`src/rtl/ramdp_bist.sv`:
```
// March C- BIST engine driving one port of a single-clock dual-port RAM.
// One RAM op per cycle; each read is checked against registered dout the following cycle.
module ramdp_bist #(
  parameter int DW = 16,
  parameter int AW = 8,
  parameter int CW = 8
) (
  input  logic          clk,
  input  logic          nreset,
  input  logic          start,
  input  logic [DW-1:0] pattern,
  output logic          ram_en,
  output logic          ram_we,
  output logic [AW-1:0] ram_addr,
  output logic [DW-1:0] ram_din,
  input  logic [DW-1:0] ram_dout,
  output logic          busy,
  output logic          done,
  output logic          fail,
  output logic [AW-1:0] fail_addr,
  output logic [2:0]    fail_elem,
  output logic [CW-1:0] err_count
);
  typedef enum logic [1:0] {IDLE, RUN, DRAIN} state_t;
  localparam logic [AW-1:0] AMAX = '1;
  localparam logic [CW-1:0] CMAX = '1;

  state_t        state_q, state_d;
  logic [2:0]    elem_q, elem_d;
  logic [AW-1:0] addr_q, addr_d;
  logic          ph_q, ph_d;
  logic [DW-1:0] pat_q, pat_d;
  logic          rd_pend_q, rd_pend_d;
  logic [DW-1:0] rd_exp_q, rd_exp_d;
  logic [AW-1:0] rd_addr_q, rd_addr_d;
  logic [2:0]    rd_elem_q, rd_elem_d;
  logic          busy_q, busy_d, done_q, done_d, fail_q, fail_d;
  logic [AW-1:0] fail_addr_q, fail_addr_d;
  logic [2:0]    fail_elem_q, fail_elem_d;
  logic [CW-1:0] err_q, err_d;

  logic          run, is_write, down, last_op, last_addr, miscmp;
  logic [DW-1:0] wdata, rexp;

  // ph_q selects the write half of a read-then-write element
  always_comb begin
    run       = (state_q == RUN);
    is_write  = (elem_q == 3'd0) || ph_q;
    down      = (elem_q >= 3'd3);
    last_op   = (elem_q == 3'd0) || (elem_q == 3'd5) || ph_q;
    last_addr = down ? (addr_q == '0) : (addr_q == AMAX);
    wdata     = (elem_q == 3'd1 || elem_q == 3'd3) ? ~pat_q : pat_q;
    rexp      = (elem_q == 3'd2 || elem_q == 3'd4) ? ~pat_q : pat_q;
    miscmp    = rd_pend_q && (ram_dout != rd_exp_q);
  end

  assign ram_en    = run;
  assign ram_we    = run && is_write;
  assign ram_addr  = run ? addr_q : '0;
  assign ram_din   = ram_we ? wdata : '0;
  assign busy      = busy_q;
  assign done      = done_q;
  assign fail      = fail_q;
  assign fail_addr = fail_addr_q;
  assign fail_elem = fail_elem_q;
  assign err_count = err_q;

  always_comb begin
    state_d     = state_q;
    elem_d      = elem_q;
    addr_d      = addr_q;
    ph_d        = ph_q;
    pat_d       = pat_q;
    rd_pend_d   = 1'b0;
    rd_exp_d    = rd_exp_q;
    rd_addr_d   = rd_addr_q;
    rd_elem_d   = rd_elem_q;
    busy_d      = busy_q;
    done_d      = done_q;
    fail_d      = fail_q;
    fail_addr_d = fail_addr_q;
    fail_elem_d = fail_elem_q;
    err_d       = err_q;

    if (miscmp) begin
      if (err_q != CMAX) err_d = err_q + 1'b1;
      if (!fail_q) begin
        fail_d      = 1'b1;
        fail_addr_d = rd_addr_q;
        fail_elem_d = rd_elem_q;
      end
    end

    case (state_q)
      IDLE: if (start) begin
        pat_d       = pattern;
        done_d      = 1'b0;
        fail_d      = 1'b0;
        fail_addr_d = '0;
        fail_elem_d = '0;
        err_d       = '0;
        busy_d      = 1'b1;
        elem_d      = '0;
        addr_d      = '0;
        ph_d        = 1'b0;
        state_d     = RUN;
      end
      RUN: begin
        if (!is_write) begin
          rd_pend_d = 1'b1;
          rd_exp_d  = rexp;
          rd_addr_d = addr_q;
          rd_elem_d = elem_q;
        end
        if (!last_op) ph_d = 1'b1;
        else begin
          ph_d = 1'b0;
          if (!last_addr) addr_d = down ? addr_q - 1'b1 : addr_q + 1'b1;
          else if (elem_q == 3'd5) begin
            addr_d  = '0;
            elem_d  = '0;
            state_d = DRAIN;
          end else begin
            elem_d = elem_q + 3'd1;
            addr_d = (elem_q >= 3'd2) ? AMAX : '0;
          end
        end
      end
      DRAIN: begin
        busy_d  = 1'b0;
        done_d  = 1'b1;
        state_d = IDLE;
      end
      default: state_d = IDLE;
    endcase
  end

  always_ff @(posedge clk) begin
    if (!nreset) begin
      state_q     <= IDLE;
      elem_q      <= '0;
      addr_q      <= '0;
      ph_q        <= 1'b0;
      pat_q       <= '0;
      rd_pend_q   <= 1'b0;
      rd_exp_q    <= '0;
      rd_addr_q   <= '0;
      rd_elem_q   <= '0;
      busy_q      <= 1'b0;
      done_q      <= 1'b0;
      fail_q      <= 1'b0;
      fail_addr_q <= '0;
      fail_elem_q <= '0;
      err_q       <= '0;
    end else begin
      state_q     <= state_d;
      elem_q      <= elem_d;
      addr_q      <= addr_d;
      ph_q        <= ph_d;
      pat_q       <= pat_d;
      rd_pend_q   <= rd_pend_d;
      rd_exp_q    <= rd_exp_d;
      rd_addr_q   <= rd_addr_d;
      rd_elem_q   <= rd_elem_d;
      busy_q      <= busy_d;
      done_q      <= done_d;
      fail_q      <= fail_d;
      fail_addr_q <= fail_addr_d;
      fail_elem_q <= fail_elem_d;
      err_q       <= err_d;
    end
  end
endmodule

```
`config.mk`:
```
export PLATFORM = sky130hd
export DESIGN_NAME = ramdp_bist
export DESIGN_NICKNAME = d
export VERILOG_FILES = /design/src/rtl/ramdp_bist.sv
export SDC_FILE = /design/constraint.sdc
export NUM_CORES = 1
export LEC_CHECK = 0
export ABC_AREA = 1
export CORE_UTILIZATION = 24
export CTS_CLUSTER_DIAMETER = 150
export CTS_CLUSTER_SIZE = 12
export DETAILED_ROUTE_END_ITERATION = 10
export DONT_BUFFER_PORTS = 1
export GPL_TIMING_DRIVEN = 0
export MAX_ROUTING_LAYER = met4
export PLACE_DENSITY_LB_ADDON = 0.05
export SLEW_MARGIN = 25
export SYNTH_ARGS = -nofsm -noshare
export SYNTH_HDL_FRONTEND = slang
export SYNTH_SLANG_ARGS = --single-unit
```
`constraint.sdc`:
```
create_clock -name clk -period 6.04 [get_ports clk]
set_input_delay 0.302 -clock clk [delete_from_list [all_inputs] [get_ports clk]]
set_output_delay 0.302 -clock clk [all_outputs]
set_load 0.05 [all_outputs]
```
==> run_results.csv, run 1 <==
group,metric,value,unit
sta,slew_headroom,0.2655,
yosys,syn-instance-count,644,
yosys,ys_warn_count,0,
floorplan,die_w,135.9,µm
clock_tree,cts_buffers,9,
grt,antenna_found_initial,0,
critical_path,crit_arrival,2920,ps
sta,setup_viol,0,
drt,remaining_drc_errors,0,
grt,gr-usage-met2,0.2319,
drt,wirelength,12930,µm
grt,grt_max_degree,16,
sta,rsz0062_at_grt,"no",
yosys,syn_avg_cell_area,6.680,µm²
drt,drt.antenna.violating_nets,0,
pwr,ir_worst_vdd,0.1297,mV
floorplan,ios,83,
pwr,powerDensity,284.5,nW/µm²
final_layout,antenna_cells,0,
sta,finalCritPeriodShare,0.5330,
floorplan,die_h,135.9,µm
floorplan,die_area,18460,µm²
grt,use_met3,0.03505,
run,drv_cap,0,
place,place.gp.congestion,0.7803,
grt,top_usage_layer,"met2",
yosys,syn-num-nets,688,
yosys,synth.distinct_cells,34,
yosys,synth_area_leader_cell,"dfxtp_1",
yosys,yosys.cell_count.top_type,"nand2_1",
grt,grt_usage,0.1505,
yosys,synth_area,4302,µm²
final_layout,n_fill_cell,1964,
drt,post_drt_via_cell_ratio,4.444,
floorplan,core,17420,µm²
yosys,synth.top_cell.area_share,0.3723,
clock_tree,cts-htree-levels,3,
grt,met1_usage,0.1936,
yosys,synth_common_cells,"139 x nand2_1, 91 x inv_1, 84 x nor2_1, 80 x dfxtp_1, 76 x a21oi_1",
worst_hold_path,hold_class,"in -> reg",
clock_tree,cts.hold.buffers_added,0,
clock_tree,cts.sinks,80,
critical_path,path_cells,"inv_2, nor2_8, nand2_1, inv_1, buf_2, o21ai_0, a21oi_1",
clock_tree,cts_tree,"built",
critical_path,crit_slowest_cell,"a21oi_1",
clock_tree,cts_setup_buffers,0,
final_layout,nets,699,
place,port_buffers,0,
sta,fin_crit,3219,ps
yosys,ys_top_cells_by_area,"dfxtp_1 37%, nand2_1 12%, a21oi_1 8.8%",
drt,post_drt_wl_per_cell,14.61,µm
critical_path,worstPathMaxFanout,10,
final_layout,syn2layout_area_growth,13.44,%
critical_path,max_stage_delay,820,ps
yosys,synth-seq-cells,80,
clock_tree,root_buffer,"clkbuf_16",
sta,slew_viol_final,0,
sta,worstMarginPinSlew,1105,ps
yosys,synth_flop_cell,"dfxtp_1",
final_layout,drive_gt1_frac,0.1091,
grt,grt_pass1_wl,20380,µm
floorplan,start_util,0.2470,
floorplan,row_count,48,
sta,hold_violations,0,
clock_tree,insertion_delay,350,ps
yosys,synth_edf_count,0,
final_layout,seq_area,1602,µm²
sta,tns,0,ps
place,post-dp-hpwl,9674,µm
drt,drt-initial-drc-count,200,
grt,grt_pass1_vias,3715,
critical_path,path_class,"reg -> out",
yosys,ys_seq_area_frac,0.3723,
drt,dr.pass1.iters,5,
drt,vias,3933,
yosys,async_flop_share,0,
final_layout,multi_input_area,2196,µm²
grt,grt_overflow,0,
final_layout,utilization,0.2802,
pwr,p_total,0.001388,W
critical_path,endpoint_kind,"output pin",
critical_path,startpoint_type,"flip-flop",
clock_tree,clkTransAtPathRegs,70,ps
clock_tree,cts_buffer_depth,2,
clock_tree,cts_resized,0,
critical_path,cp.required,5740,ps
sta,fmax,0.3106,GHz
sta,skew,11.01,ps
outcome,status,"finished clean",
pwr,p_leak,2.132,nW
-- final timing paths --
check                                 from            to  slack, ps  depth (start not counted)
worst max register to register   elem_q[1]     addr_q[6]       3610                         13
worst min register to register   pat_q[10]  rd_exp_q[10]        450                          2
worst min-delay path            pattern[1]      pat_q[1]        150                          2
worst max-delay path            state_q[0]   ram_din[12]       2820                          7
-- sequential cells by signal (all words and copies together) (netlist names), 3 cells and up --
| signal | count |
|---|---|
| pat_q | 16 |
| rd_exp_q | 16 |
| addr_q | 8 |
| err_count | 8 |
| fail_addr | 8 |
| rd_addr_q | 8 |
| elem_q | 3 |
| fail_elem | 3 |
| rd_elem_q | 3 |
-- where the power goes --
| group | internal (W) | switching (W) |
|---|---|---|
| logic | 0.0000750 | 0.000194 |
| registers | 0.000556 | 0.0000290 |
| clock network | 0.000283 | 0.000251 |
| total | 0.000914 | 0.000474 |
-- critical path, delay by kind of cell, from the launching register on --
kind | cells | cell delay [ps]
AOI/OAI and AO/OA | 2 | 990
and+or+nand+nor | 2 | 530
buffers and inverters | 3 | 640
DFF | 1 | 400
-- placed cells by master, fill, tap and decap left out, types with 2 or more instances in the layout --
cell and count:
a21oi_1 72, a21oi_2 5, a221oi_1 6, a221oi_2 4
buf_1 2, buf_2 10, buf_4 4, clkbuf_1 7
clkbuf_16 9, clkinvlp_4 3, dfxtp_1 80, ha_1 8
inv_1 91, inv_2 13, nand2_1 139, nand2_2 5
nand3_1 22, nand3_2 4, nand3_4 3, nand4_1 9
nor2_1 84, nor3_1 6, o21ai_0 49, o21ai_1 3
o21ai_2 3, o22ai_1 3, xnor2_1 2, xor2_1 2
-- kinds of logic after synthesis --
logic type / synth area share
AND/OR/NAND/NOR: 0.2816
adder cells (fa/ha/maj): 0.02792
buffers and inverters: 0.1207
flip-flops: 0.3723
XOR/XNOR: 0.008146
AO/OA/AOI/OAI: 0.1894
-- area by class of cell --
type / instances / area share
Buffer: 24 / 0.02564
Clock buffer: 9 / 0.04615
Clock inverter: 7 / 0.01154
Inverter: 105 / 0.08077
Multi-Input combinational cell: 435 / 0.4500
Sequential cell: 80 / 0.3282
Tap cell: 225 / 0.05769
-- layer usage --
| metal | part of all wire | wire [µm] |
|---|---|---|
| met4 | 0.012 | 150 |
| met5 | 0 | 0 |
| met2 | 0.46 | 5996 |
| met3 | 0.056 | 727 |
| met1 | 0.47 | 6060 |
-- through the flow --
stage | worst slack [ps] | hold slack, ps | std cells | cell area [µm²]
final | 2821 | 145.5 | 885 | 4880
after floorplan | 3576 | 437.1 | 644 | 4302
after detailed placement | 3173 | 450.2 | 869 | 4591
after CTS | 2789 | 142.2 | 885 | 4872
after global routing | 2614 | 150.2 | 885 | 4880
after global placement | 3214 | 449.2 | 869 | 4583
Note: power is estimated with default switching activity, not from simulation.
==> run 2: changes to the inputs <==
--- a/config.mk
+++ b/config.mk
@@ -5,7 +5,7 @@
 export SDC_FILE = /design/constraint.sdc
 export NUM_CORES = 1
 export LEC_CHECK = 0
-export ABC_AREA = 1
+export ABC_AREA = 0
 export CORE_UTILIZATION = 24
 export CTS_CLUSTER_DIAMETER = 150
 export CTS_CLUSTER_SIZE = 12
==> constraint.sdc (replaced) <==
create_clock -name clk -period 3.3 [get_ports clk]
set_input_delay 0.165 -clock clk [delete_from_list [all_inputs] [get_ports clk]]
set_output_delay 0.165 -clock clk [all_outputs]
set_load 0.05 [all_outputs]
==> run 2 against run 1 <==
Effect of this change: register-to-register slack lost 3300 ps; final cell count shrank 14%; global-route usage shrank 0.59 points; design area grew 0.28%; die area shrank 3.5%; core utilization grew 1.3 points; critical path type unchanged; largest cell class unchanged; largest power group unchanged.
==> run_results.csv, run 2 <==
group,metric,value,unit
place,port_buffers,0,
worst_hold_path,hold_class,"in -> reg",
clock_tree,cts.sinks,80,
sta,fin_crit,3088,ps
place,post-dp-hpwl,9366,µm
clock_tree,cts_buffers,9,
outcome,status,"finished clean",
sta,slew_headroom,0.3355,
critical_path,worstPathMaxFanout,10,
critical_path,path_delay_family,"simple AND/OR/NAND/NOR gates",
yosys,async_flop_share,0,
critical_path,crit_arrival,2920,ps
final_layout,nets,582,
drt,vias,3540,
yosys,synth.top_cell.area_share,0.3861,
critical_path,endpoint_kind,"output pin",
critical_path,max_stage_delay,640,ps
sta,slew_viol_final,0,
final_layout,drive_gt1_frac,0.06111,
pwr,p_leak,1.595,nW
critical_path,crit_slowest_cell,"nor2_1",
critical_path,startpoint_type,"flip-flop",
grt,grt_pass1_wl,19080,µm
sta,setup_viol,0,
drt,dr.pass1.iters,6,
sta,skew,6.219,ps
place,place.gp.congestion,0.8471,
pwr,powerDensity,440.5,nW/µm²
grt,grt_max_degree,12,
floorplan,die_area,17810,µm²
final_layout,final_common_cell,"dfxtp_1",
grt,grt_pass1_vias,3379,
yosys,synth.distinct_cells,51,
yosys,syn_avg_cell_area,8.117,µm²
critical_path,path_cells,"clkbuf_2, and2_1, ha_1, nor2_1, buf_2, xor2_1, nor2_2",
floorplan,core,16700,µm²
yosys,synth_flop_cell,"dfxtp_1",
critical_path,path_buf_inv,2,
drt,drt-initial-drc-count,186,
yosys,synth_area,4148,µm²
sta,fmax,0.3239,GHz
yosys,synth_common_cells,"80 x dfxtp_1, 65 x nand2_1, 51 x a21oi_1, 51 x nor2_1, 35 x xnor2_1",
critical_path,path_class,"reg -> out",
clock_tree,cts-htree-levels,3,
clock_tree,cts_setup_buffers,0,
run,drv_cap,0,
critical_path,cp.required,3130,ps
drt,post_drt_wl_per_cell,16.03,µm
final_layout,antenna_cells,0,
yosys,synth_edf_count,0,
drt,wirelength,12180,µm
sta,rsz0062_at_grt,"no",
final_layout,reg_top3,"pat_q: 16 flops, rd_exp_q: 16 flops",
yosys,syn-num-nets,555,
pwr,ir_worst_vdd,0.2083,mV
sta,tns,0,ps
yosys,syn-instance-count,511,
floorplan,ios,83,
clock_tree,cts_tree,"built",
final_layout,mostFrequentLayoutCells,"80 x dfxtp_1, 65 x nand2_1, 51 x a21oi_1",
floorplan,die_h,133.5,µm
clock_tree,root_buffer,"clkbuf_16",
yosys,yosys.cell_count.top_type,"dfxtp_1",
clock_tree,clkTransAtPathRegs,60,ps
grt,antenna_found_initial,0,
yosys,synth-seq-cells,80,
yosys,ys_top_cells_by_area,"dfxtp_1 39%, xnor2_1 7.4%, a21oi_1 6.2%",
drt,post_drt_via_cell_ratio,4.658,
grt,grt_overflow,0,
floorplan,row_count,47,
floorplan,die_w,133.5,µm
clock_tree,cts_buffer_depth,2,
yosys,ys_seq_area_frac,0.3861,
grt,grt_usage,0.1446,
sta,fin_hold_ws,104.3,ps
yosys,ys_warn_count,0,
drt,drt.antenna.violating_nets,0,
floorplan,start_util,0.2484,
sta,hold_violations,0,
clock_tree,insertion_delay,340,ps
sta,worstMarginPinSlew,993.1,ps
drt,remaining_drc_errors,0,
final_layout,syn2layout_area_growth,17.98,%
sta,finalCritPeriodShare,0.9357,
yosys,synth_area_leader_cell,"dfxtp_1",
==> run 2: metal layers <==
layer | global-route usage | routed length [µm]
met2 | 0.2086 | 5361
met1 | 0.1918 | 6092
met3 | 0.03919 | 511
met5 | - | 0
met4 | 0.05240 | 215
==> run 2: final cells by class <==
cell class                 instances  area [µm²]
multi-input combinational        387        2390
tap                              220       275.3
clock inverter                     1       30.03
clock buffer                      12       246.5
timing repair buffer              16       160.2
fill                            1820       11810
buffer                            35       152.6
inverter                           9       37.54
sequential                        80        1602
==> run 2: kinds of logic (layout without fill, tap and decap cells) <==
kind of cell | Yosys count | in the layout | share of synthesized area
and+or+nand+nor | 200 | 200 | 0.2362
AOI/OAI and AO/OA | 125 | 125 | 0.1916
DFF | 80 | 80 | 0.3861
xor gates and xnor gates | 51 | 51 | 0.1077
buffers and inverters | 44 | 73 | 0.04465
adders and majority gates | 9 | 9 | 0.02896
muxes | 2 | 2 | 0.004827
==> run 2: timing repair <==
action,CTS,global route
hold buffers,16,0
hold endpoints to repair,16,0
gates resized for setup,10,4
setup endpoints to repair,10,19
==> run 2: final timing paths <==
path	startpoint	endpoint	slack, ps	depth (start not counted)
worst min-delay path	start	elem_q[0]	100	3
worst min register to register	rd_addr_q[7]	rd_addr_q[7]	450	2
worst max register to register	elem_q[0]	addr_q[0]	280	10
worst max-delay path	elem_q[0]	ram_din[13]	210	7
==> run 2: power breakdown <==
group / switching (W) / internal (W) / leakage (nW) / total, W
combinational: 0.000115 / 0.0000594 / 0.813 / 0.000174
clock: 0.000383 / 0.000595 / 0.135 / 0.000978
sequential: 0.0000224 / 0.000981 / 0.647 / 0.00100
total: 0.000520 / 0.00164 / 1.60 / 0.00216
==> run 2: worst reg2reg max path: cells and delay by family (launching register included) <==
| kind | cells | cell delay, ps |
|---|---|---|
| AOI/OAI and AO/OA | 3 | 960 |
| and+or+nand+nor | 3 | 780 |
| buffers and inverters | 3 | 590 |
| DFF | 1 | 400 |
| adders and majority gates | 1 | 180 |
==> run 2: metrics by stage <==
stage | worst slack, ps | total power (W) | util | std cells | instance area (µm²)
finish | 212.2 | 0.002156 | 0.2930 | 760 | 4893
global route | 19.38 | 0.002250 | 0.2930 | 760 | 4893
CTS | -71.32 | 0.002198 | 0.2926 | 760 | 4886
detailed placement | 130.7 | 0.001181 | 0.2648 | 731 | 4423
global placement | 87.17 | 0.001180 | 0.2648 | 731 | 4423
floorplan | 615.0 | 0.001142 | - | 511 | 4148
